[src/rtl/eth_flood_gen_pkg.sv]
// Shared types for the UDP flood generator: latched run config, header
// layout overlaid on the 64-bit beat grid, and last-beat keep helper.
package flood_pkg;
  localparam int HDR_BEATS = 6;

  typedef enum logic [2:0] {ST_IDLE, ST_PREP0, ST_PREP1, ST_SEND, ST_GAP} state_e;

  typedef struct packed {
    logic [15:0] len;
    logic [15:0] ifg;
    logic [31:0] burst;
    logic [15:0] dport_lo;
    logic [15:0] dport_hi;
    logic [15:0] dport;
    logic [31:0] saddr;
    logic [15:0] saddr_cnt;
  } flood_cfg_t;

  typedef struct packed {
    logic [47:0] dst;
    logic [47:0] src;
    logic [15:0] etype;
  } ethhdr_t;

  typedef struct packed {
    logic [7:0]  ver_ihl;
    logic [7:0]  tos;
    logic [15:0] tot_len;
    logic [15:0] id;
    logic [15:0] frag;
    logic [7:0]  ttl;
    logic [7:0]  proto;
    logic [15:0] check;
    logic [31:0] saddr;
    logic [31:0] daddr;
  } iphdr_t;

  typedef struct packed {
    logic [15:0] sport;
    logic [15:0] dport;
    logic [15:0] len;
    logic [15:0] check;
  } udphdr_t;

  typedef struct packed {
    logic [15:0] id;
    logic [15:0] flags;
  } dnshdr_t;

  typedef struct packed {
    ethhdr_t     eth;
    iphdr_t      ip;
    udphdr_t     udp;
    dnshdr_t     dns;
    logic [15:0] pad;
  } frame_hdr_t;

  // Byte 0 of the frame sits in the MSB, so beat[HDR_BEATS-1][7] is wire byte 0.
  typedef union packed {
    frame_hdr_t                          f;
    logic [HDR_BEATS-1:0][7:0][7:0]      beat;
  } hdr_u;

  function automatic logic [7:0] tkeep_from_len(input logic [2:0] rem);
    return (rem == 3'd0) ? 8'hFF : 8'(8'hFF >> (4'd8 - {1'b0, rem}));
  endfunction
endpackage

[src/rtl/eth_flood_gen_if.sv]
// AXI-Stream TX bus between the flood generator and the 10G MAC.
interface eth_flood_gen_if;
  logic        tvalid;
  logic        tready;
  logic [63:0] tdata;
  logic [7:0]  tkeep;
  logic        tlast;
  logic        tuser;

  modport master (output tvalid, tdata, tkeep, tlast, tuser, input tready);
  modport slave  (input tvalid, tdata, tkeep, tlast, tuser, output tready);
endinterface

[src/rtl/eth_flood_gen_csum.sv]
// Two-stage IPv4 header checksum: stage 1 sums the ten header words,
// stage 2 folds twice and inverts. vld_o holds until the next frame starts.
module ip_csum16 (
  input  logic        clk,
  input  logic        rst_n,
  input  logic        en_i,
  input  logic [31:0] saddr_i,
  input  logic [31:0] daddr_i,
  input  logic [15:0] tot_len_i,
  output logic [15:0] csum_o,
  output logic        vld_o
);
  logic [19:0] sum_q, sum_d;
  logic [15:0] csum_q;
  logic [16:0] f1;
  logic [15:0] f2;
  logic [1:0]  vld_pipe_q;

  // Constant words: 0x4500 (ver/ihl/tos), 0x4011 (ttl 64, proto UDP); id/frag/check are 0.
  always_comb begin
    sum_d = 20'h04500 + 20'(tot_len_i) + 20'h04011
          + 20'(saddr_i[31:16]) + 20'(saddr_i[15:0])
          + 20'(daddr_i[31:16]) + 20'(daddr_i[15:0]);
    f1 = 17'(sum_q[15:0]) + 17'(sum_q[19:16]);
    f2 = f1[15:0] + {15'h0, f1[16]};
  end

  always_ff @(posedge clk or negedge rst_n)
    if (!rst_n) begin
      sum_q      <= '0;
      csum_q     <= '0;
      vld_pipe_q <= '0;
    end else begin
      if (en_i) sum_q <= sum_d;
      if (vld_pipe_q[0]) csum_q <= ~f2;
      vld_pipe_q[0] <= en_i;
      vld_pipe_q[1] <= en_i ? 1'b0 : (vld_pipe_q[0] | vld_pipe_q[1]);
    end

  assign csum_o = csum_q;
  assign vld_o  = vld_pipe_q[1];
endmodule

[src/rtl/eth_flood_gen.sv]
// Configurable DNS-response UDP flood source for the 10G MAC TX AXI-Stream.
// Define ETH_FLOOD_STATS_EN to add saturating frame/byte/stall counters.
module eth_flood_gen
  import flood_pkg::*;
#(
  parameter logic [47:0] ETH_DST   = 48'h90_E2_BA_5D_8D_C8,
  parameter logic [47:0] ETH_SRC   = 48'h00_BB_00_BB_00_BB,
  parameter logic [31:0] IP_DADDR  = 32'h0A000001,
  parameter logic [15:0] UDP_SPORT = 16'd53,
  parameter logic [15:0] MIN_LEN   = 16'd60,
  parameter logic [15:0] MAX_LEN   = 16'd1514
) (
  input  logic              clk156,
  input  logic              sys_rst_n,
  input  logic              cfg_enable,
  input  logic [15:0]       cfg_frame_len,
  input  logic [15:0]       cfg_ifg,
  input  logic [31:0]       cfg_burst,
  input  logic [15:0]       cfg_dport_lo,
  input  logic [15:0]       cfg_dport_hi,
  input  logic [31:0]       cfg_saddr_base,
  input  logic [15:0]       cfg_saddr_cnt,
  eth_flood_gen_if.master   s_axis_tx,
  output logic              busy,
  output logic              done
`ifdef ETH_FLOOD_STATS_EN
  ,
  output logic [31:0]       stat_frames,
  output logic [47:0]       stat_bytes,
  output logic [31:0]       stat_stall
`endif
);
  state_e      state_q, state_d;
  flood_cfg_t  cfg_q;
  logic [7:0]  beat_q;
  logic [15:0] gap_q, dport_q, sidx_q;
  logic [31:0] fcnt_q;
  logic        done_q, done_d;

  logic [15:0] len_c, dport_c, cnt_eff, sidx_nx, dport_nx;
  logic [31:0] saddr_c;
  logic        send, hs, last, hs_last, burst_hit;
  logic [15:0] csum;
  logic        csum_vld;
  hdr_u        hdr;
  logic [63:0] data_c;
  logic [2:0]  hb;

  // A stale dport outside the current range (including the reset value) restarts at lo.
  always_comb begin
    len_c   = (cfg_frame_len < MIN_LEN) ? MIN_LEN :
              (cfg_frame_len > MAX_LEN) ? MAX_LEN : cfg_frame_len;
    dport_c = (cfg_dport_lo >= cfg_dport_hi || dport_q < cfg_dport_lo || dport_q > cfg_dport_hi)
              ? cfg_dport_lo : dport_q;
    saddr_c = cfg_saddr_base + {16'h0, sidx_q};
  end

  ip_csum16 u_csum (
    .clk(clk156), .rst_n(sys_rst_n), .en_i(state_q == ST_PREP0),
    .saddr_i(saddr_c), .daddr_i(IP_DADDR), .tot_len_i(len_c - 16'd14),
    .csum_o(csum), .vld_o(csum_vld)
  );

  always_comb begin
    send      = (state_q == ST_SEND);
    hs        = send & s_axis_tx.tready;
    last      = ({8'h0, beat_q} == ((cfg_q.len - 16'd1) >> 3));
    hs_last   = hs & last;
    burst_hit = (cfg_q.burst != 32'd0) && (fcnt_q + 32'd1 == cfg_q.burst);
    cnt_eff   = (cfg_q.saddr_cnt == 16'd0) ? 16'd1 : cfg_q.saddr_cnt;
    sidx_nx   = (sidx_q + 16'd1 >= cnt_eff) ? 16'd0 : sidx_q + 16'd1;
    dport_nx  = (cfg_q.dport_lo >= cfg_q.dport_hi || cfg_q.dport == cfg_q.dport_hi)
                ? cfg_q.dport_lo : cfg_q.dport + 16'd1;
  end

  // Burst completion wins over an enable drop on the same final beat.
  always_comb begin
    state_d = state_q;
    done_d  = 1'b0;
    unique case (state_q)
      ST_IDLE:  if (cfg_enable) state_d = ST_PREP0;
      ST_PREP0: state_d = cfg_enable ? ST_PREP1 : ST_IDLE;
      ST_PREP1: state_d = cfg_enable ? ST_SEND : ST_IDLE;
      ST_SEND:
        if (hs_last) begin
          done_d = burst_hit;
          if (burst_hit || !cfg_enable)   state_d = ST_IDLE;
          else if (cfg_q.ifg == 16'd0)    state_d = ST_PREP0;
          else                            state_d = ST_GAP;
        end
      ST_GAP:
        if (!cfg_enable)                          state_d = ST_IDLE;
        else if (gap_q == cfg_q.ifg - 16'd1)      state_d = ST_PREP0;
      default:  state_d = ST_IDLE;
    endcase
  end

  always_ff @(posedge clk156 or negedge sys_rst_n)
    if (!sys_rst_n) begin
      state_q <= ST_IDLE;
      cfg_q   <= '0;
      beat_q  <= '0;
      gap_q   <= '0;
      dport_q <= '0;
      sidx_q  <= '0;
      fcnt_q  <= '0;
      done_q  <= 1'b0;
    end else begin
      state_q <= state_d;
      done_q  <= done_d;
      if (state_q == ST_PREP0)
        cfg_q <= '{len: len_c, ifg: cfg_ifg, burst: cfg_burst, dport_lo: cfg_dport_lo,
                   dport_hi: cfg_dport_hi, dport: dport_c, saddr: saddr_c,
                   saddr_cnt: cfg_saddr_cnt};
      if (hs) beat_q <= hs_last ? 8'd0 : beat_q + 8'd1;
      gap_q <= (state_q == ST_GAP) ? gap_q + 16'd1 : 16'd0;
      if (hs_last) begin
        dport_q <= dport_nx;
        sidx_q  <= sidx_nx;
      end
      fcnt_q <= (state_d == ST_IDLE) ? 32'd0 : (hs_last ? fcnt_q + 32'd1 : fcnt_q);
    end

  always_comb begin
    hdr.f = '{
      eth: '{dst: ETH_DST, src: ETH_SRC, etype: 16'h0800},
      ip:  '{ver_ihl: 8'h45, tos: 8'h00, tot_len: cfg_q.len - 16'd14, id: 16'h0,
             frag: 16'h0, ttl: 8'h40, proto: 8'h11, check: csum_vld ? csum : 16'h0,
             saddr: cfg_q.saddr, daddr: IP_DADDR},
      udp: '{sport: UDP_SPORT, dport: cfg_q.dport, len: cfg_q.len - 16'd34, check: 16'h0},
      dns: '{id: 16'h0, flags: 16'h8000},
      pad: 16'h0
    };
    hb     = 3'(HDR_BEATS - 1) - beat_q[2:0];
    data_c = '0;
    if (beat_q < 8'(HDR_BEATS))
      for (int j = 0; j < 8; j++) data_c[8*j +: 8] = hdr.beat[hb][7-j];
  end

  // Everything below derives from registers that only move on a handshake.
  assign s_axis_tx.tvalid = send;
  assign s_axis_tx.tdata  = send ? data_c : 64'h0;
  assign s_axis_tx.tkeep  = send ? (last ? tkeep_from_len(cfg_q.len[2:0]) : 8'hFF) : 8'h0;
  assign s_axis_tx.tlast  = send & last;
  assign s_axis_tx.tuser  = 1'b0;
  assign busy = (state_q != ST_IDLE);
  assign done = done_q;

`ifdef ETH_FLOOD_STATS_EN
  logic [31:0] st_frames_q, st_stall_q;
  logic [47:0] st_bytes_q;
  logic [48:0] bytes_sum;

  assign bytes_sum = {1'b0, st_bytes_q} + 49'(cfg_q.len);

  always_ff @(posedge clk156 or negedge sys_rst_n)
    if (!sys_rst_n) begin
      st_frames_q <= '0;
      st_bytes_q  <= '0;
      st_stall_q  <= '0;
    end else begin
      if (hs_last && !(&st_frames_q)) st_frames_q <= st_frames_q + 32'd1;
      if (hs_last) st_bytes_q <= bytes_sum[48] ? '1 : bytes_sum[47:0];
      if (send && !s_axis_tx.tready && !(&st_stall_q)) st_stall_q <= st_stall_q + 32'd1;
    end

  assign stat_frames = st_frames_q;
  assign stat_bytes  = st_bytes_q;
  assign stat_stall  = st_stall_q;
`endif
endmodule
[src/flat_wrapper.sv]
// flat-port wrapper written by rule: the top's interface ports become plain ports
module eth_flood_gen_flat import flood_pkg::*;
#(
  parameter logic [47:0] ETH_DST   = 48'h90_E2_BA_5D_8D_C8,
  parameter logic [47:0] ETH_SRC   = 48'h00_BB_00_BB_00_BB,
  parameter logic [31:0] IP_DADDR  = 32'h0A000001,
  parameter logic [15:0] UDP_SPORT = 16'd53,
  parameter logic [15:0] MIN_LEN   = 16'd60,
  parameter logic [15:0] MAX_LEN   = 16'd1514
)
  (clk156, sys_rst_n, cfg_enable, cfg_frame_len, cfg_ifg, cfg_burst, cfg_dport_lo, cfg_dport_hi, cfg_saddr_base, cfg_saddr_cnt, busy, done, s_axis_tx_tvalid, s_axis_tx_tdata, s_axis_tx_tkeep, s_axis_tx_tlast, s_axis_tx_tuser, s_axis_tx_tready);
  eth_flood_gen_if s_axis_tx_i ();
  input  logic clk156;
  input  logic sys_rst_n;
  input  logic cfg_enable;
  input  logic [15:0] cfg_frame_len;
  input  logic [15:0] cfg_ifg;
  input  logic [31:0] cfg_burst;
  input  logic [15:0] cfg_dport_lo;
  input  logic [15:0] cfg_dport_hi;
  input  logic [31:0] cfg_saddr_base;
  input  logic [15:0] cfg_saddr_cnt;
  output logic busy;
  output logic done;
  output wire logic [$bits(s_axis_tx_i.tvalid)-1:0] s_axis_tx_tvalid;
  output wire logic [$bits(s_axis_tx_i.tdata)-1:0] s_axis_tx_tdata;
  output wire logic [$bits(s_axis_tx_i.tkeep)-1:0] s_axis_tx_tkeep;
  output wire logic [$bits(s_axis_tx_i.tlast)-1:0] s_axis_tx_tlast;
  output wire logic [$bits(s_axis_tx_i.tuser)-1:0] s_axis_tx_tuser;
  input wire logic [$bits(s_axis_tx_i.tready)-1:0] s_axis_tx_tready;
  assign s_axis_tx_tvalid = s_axis_tx_i.tvalid;
  assign s_axis_tx_tdata = s_axis_tx_i.tdata;
  assign s_axis_tx_tkeep = s_axis_tx_i.tkeep;
  assign s_axis_tx_tlast = s_axis_tx_i.tlast;
  assign s_axis_tx_tuser = s_axis_tx_i.tuser;
  assign s_axis_tx_i.tready = s_axis_tx_tready;
  eth_flood_gen #(.ETH_DST(ETH_DST), .ETH_SRC(ETH_SRC), .IP_DADDR(IP_DADDR), .UDP_SPORT(UDP_SPORT), .MIN_LEN(MIN_LEN), .MAX_LEN(MAX_LEN)) u_core (.clk156(clk156), .sys_rst_n(sys_rst_n), .cfg_enable(cfg_enable), .cfg_frame_len(cfg_frame_len), .cfg_ifg(cfg_ifg), .cfg_burst(cfg_burst), .cfg_dport_lo(cfg_dport_lo), .cfg_dport_hi(cfg_dport_hi), .cfg_saddr_base(cfg_saddr_base), .cfg_saddr_cnt(cfg_saddr_cnt), .s_axis_tx(s_axis_tx_i), .busy(busy), .done(done));
endmodule
[config.mk]
export PLATFORM = sky130hd
export DESIGN_NAME = eth_flood_gen_flat
export DESIGN_NICKNAME = d
export VERILOG_FILES = /design/src/rtl/eth_flood_gen_pkg.sv /design/src/rtl/eth_flood_gen_if.sv /design/src/rtl/eth_flood_gen_csum.sv /design/src/rtl/eth_flood_gen.sv /design/src/flat_wrapper.sv
export SDC_FILE = /design/constraint.sdc
export NUM_CORES = 1
export LEC_CHECK = 0
export BUFFER_PORTS_ARGS = -buffer_cell sky130_fd_sc_hd__buf_2
export CAP_MARGIN = 20
export CORE_ASPECT_RATIO = 0.75
export CORE_MARGIN = 4
export CORE_UTILIZATION = 45
export DETAILED_ROUTE_END_ITERATION = 10
export GPL_TIMING_DRIVEN = 0
export PLACE_DENSITY = 0.69
export SYNTH_ARGS = -nofsm -noshare
export SYNTH_HDL_FRONTEND = slang
export SYNTH_SLANG_ARGS = --single-unit
[constraint.sdc]
create_clock -name clk156 -period 6.7 [get_ports clk156]
set_input_delay 0.335 -clock clk156 [delete_from_list [all_inputs] [get_ports clk156]]
set_output_delay 0.335 -clock clk156 [all_outputs]
set_load 0.01 [all_outputs]
==> run_results.csv <==
group,metric,value,unit
synthesis,synth_area_leader_cell,"dfrtp_1",
synthesis,synthSimpleGateAreaFrac,20.7,%
layout,instances_no_fill,3439,
setup_path,crit_type,"register to register",
placed_design,place_congestion,0.944,
power,p_leak,11.4,nW
synthesis,synth_top_cell_area_share,34.0,%
floorplanning,core-area,46400,µm²
placed_design,hpwl,55.6,mm
route,drt_iter0_drc,2279,
synthesis,yosys.cell_types.count,96,
clock_tree,cts.sinks,289,
clock_tree,cts_tree,"yes",
clock_tree,cts_max_path_buffers,3,
synthesis,synthXorXnorAreaFrac,10.6,%
route,drt-pass1-iter-count,6,
timing,min_period,6.40,ns
global_route,grt_overflow,0,
layout,layout-drive-gt1-share,15.2,%
synthesis,synth.area.mux_share,2.30,%
global_route,grt_max_degree,120,
placed_design,io_buffers,223,
setup_path,required,7.08,ns
global_route,grt_pass1_vias,19000,
synthesis,synth_edf_count,0,
timing,slew_headroom,26.1,%
worst_hold_path,worstHoldPathType,"input port to register",
clock_tree,htreeDepth,2,
floorplanning,die_x,259,µm
synthesis,synth_area_leaders,"dfrtp_1 34%, ha_1 8.8%, xnor2_1 6.5%",
synthesis,synth_warnings,0,
clock_tree,clkTransAtPathRegs,0.06,ns
route,via_count,19900,
timing,max_freq,0.156,GHz
placed_design,pre_cts_slack,-0.676,ns
synthesis,synth_compound_area_share,16.2,%
clock_tree,clk_latency,0.54,ns
route,routed_wl,71.3,mm
route,detail_route.wl_per_cell,20.7,µm
synthesis,synth_cells,2462,
synthesis,synthFlopType,"dfrtp_1",
timing,final-hold-violation-count,0,
floorplanning,die_y,196,µm
floorplanning,num_rows,68,
layout,layout_commonest_cell,"nand2_1",
outcome,outcome,"complete, no violations",
global_route,antenna_found_initial,8,
run,drv_cap,0,
route,ant_nets,0,
clock_tree,numCtsBuffers,34,
clock_tree,cts_root_buffer,"clkbuf_16",
setup_path,cp_max_fo,7,
synthesis,avgSynthCellArea,8.65,µm²
timing,timing.final.crit_share,95.5,%
floorplanning,initial_utilization,45.9,%
synthesis,synth-adder-area-share,10.6,%
timing,final.setup_skew,0.0208,ns
synthesis,synth_top_family_by_area,"simple AND/OR/NAND/NOR gates",
floorplanning,io_pins,225,
floorplanning,die_area,50900,µm²
global_route,grt_pass1_wl,110,mm
timing,worstMarginPinSlew,1.10,ns
setup_path,cp-start-kind,"register",
layout,syn2layout_area_growth,17.6,%
synthesis,synth-seq-cells,289,
timing,final_max_slew_viol_count,0,
timing,setup_ws,0.301,ns
power,power.density,360,nW/µm²
synthesis,ys_async_sr_fraction,100,%
synthesis,ys_seq_area_share,34.0,%
setup_path,end_kind,"register",
setup_path,worstPathArrival,6.78,ns
synthesis,netlist_area,21300,µm²
power,ir_worst_vdd,0.185,mV
route,drcViolationCount,0,
global_route,grt.total_usage,27.4,%
timing,setup_viol,0,
route,routed_via_density,5.78,
placed_design,place_inst,3321,
layout,final_cell_mix,"360 x nand2_1, 288 x dfrtp_1, 227 x buf_2, 170 x nor2_1, 158 x xnor2_1",
layout,fin_nets,3101,
cells in the mapped netlist (28+ instances only):
library cell / instances
nand2_1: 360
dfrtp_1: 289
nor2_1: 170
xnor2_1: 158
ha_1: 150
o21ai_0: 138
inv_1: 122
xor2_1: 101
a21oi_1: 99
clkbuf_1: 89
nand3_1: 85
nand4_1: 62
a31oi_1: 45
nor3_1: 44
a21o_1: 36
and3_1: 33
a21oi_2: 32
o31ai_1: 28
worst paths after layout:
check                                  from                      end  slack, ns  cells past startpoint
max in group asynchronous         sys_rst_n        u_core.sidx_q[12]       5.30                      3
max reg2reg                u_core.sidx_q[0]  u_core.u_csum.sum_q[16]       0.30                     23
min in group asynchronous         sys_rst_n        u_core.cfg_q[141]       0.40                      2
min                        cfg_saddr_cnt[5]          u_core.cfg_q[5]       0.02                      3
max                        u_core.sidx_q[0]  u_core.u_csum.sum_q[16]       0.30                     23
min reg2reg                u_core.cfg_q[24]         u_core.cfg_q[24]       0.48                      2
power breakdown:
part	switching [mW]	internal (mW)	total, mW
sequential	0.574	2.33	2.90
clock	0.790	1.11	1.90
combinational	2.65	1.58	4.23
total	4.01	5.01	9.02
sequential cells by signal (all words and copies together) (netlist names):
register / count
u_core.beat_q: 8
u_core.cfg_q: 160
u_core.done: 1
u_core.dport_q: 16
u_core.fcnt_q: 32
u_core.gap_q: 16
u_core.sidx_q: 16
u_core.state_q: 3
u_core.u_csum.csum_o: 16
u_core.u_csum.sum_q: 19
u_core.u_csum.vld_pipe_q: 2
kinds of logic after synthesis:
| family | Yosys count |
|---|---|
| adder cells (fa/ha/maj) | 169 |
| other | 2 |
| multiplexers | 46 |
| AO/OA/AOI/OAI | 523 |
| flip-flops | 289 |
| buffers and inverters | 255 |
| XOR/XNOR | 259 |
| AND/OR/NAND/NOR | 919 |
cell type report:
| class | instances | area, µm² |
|---|---|---|
| diodes | 4 | 10.0 |
| plain buffers | 129 | 711 |
| clock buffers | 42 | 931 |
| clock inverters | 15 | 184 |
| fillers | 4325 | 21300 |
| inverters | 126 | 473 |
| multi-input cells | 1922 | 13000 |
| flip-flops and latches | 289 | 7230 |
| well taps | 630 | 788 |
| repair buffers | 282 | 1740 |
repair_timing:
item	in CTS	in global routing
hold buffers	53	0
hold endpoints to repair	131	0
setup endpoints to repair	3	1
setup buffers	0	4
gates resized for setup	7	9
pin swaps	1	5
worst max-delay path, cell delays in order (launching register included):
cell and delay, ns:
dfrtp_2 0.46, ha_1 0.23, fa_1 0.40, a21o_1 0.19, a21oi_2 0.20, o21bai_1 0.11, a21oi_2 0.22, o211ai_1 0.18
a41oi_4 0.39, nor2_1 0.15, xor2_2 0.22, fa_1 0.50, ha_1 0.32, ha_1 0.24, fa_1 0.40, a21o_1 0.18
a21oi_2 0.18, o21bai_1 0.13, a2111oi_4 0.34, o31ai_1 0.16, or4_1 0.42, a31o_2 0.26, xnor2_1 0.21, o21ai_0 0.12
metrics by stage:
stage	hold slack (ns)	area, µm²	setup TNS [ns]	util, %	power [mW]
3_5_place_dp	0.371	23300	-1.05	50.2	7.00
3_3_place_gp	0.457	23200	-37.52	50.1	6.88
5_1_grt	0.00753	25000	-0.0399	54.0	9.62
2_1_floorplan	0.0394	21300	0	-	5.58
4_1_cts	0.00133	25000	0	53.8	8.96
6_report	0.0198	25000	0	54.0	9.02
per-layer routing:
metal / vias to the layer above / share of wire [%] / routed length (µm) / global-route usage [%]
met4: 4 / 2.8 / 1970 / 7.59
met1: 9686 / 47 / 33500 / 41.6
met3: 117 / 8.6 / 6140 / 5.23
met2: 799 / 42 / 29600 / 39.9
li1: 9266 / - / - / -
met5: - / 0.034 / 24 / 0
Note: power is estimated with default switching activity, not from simulation.
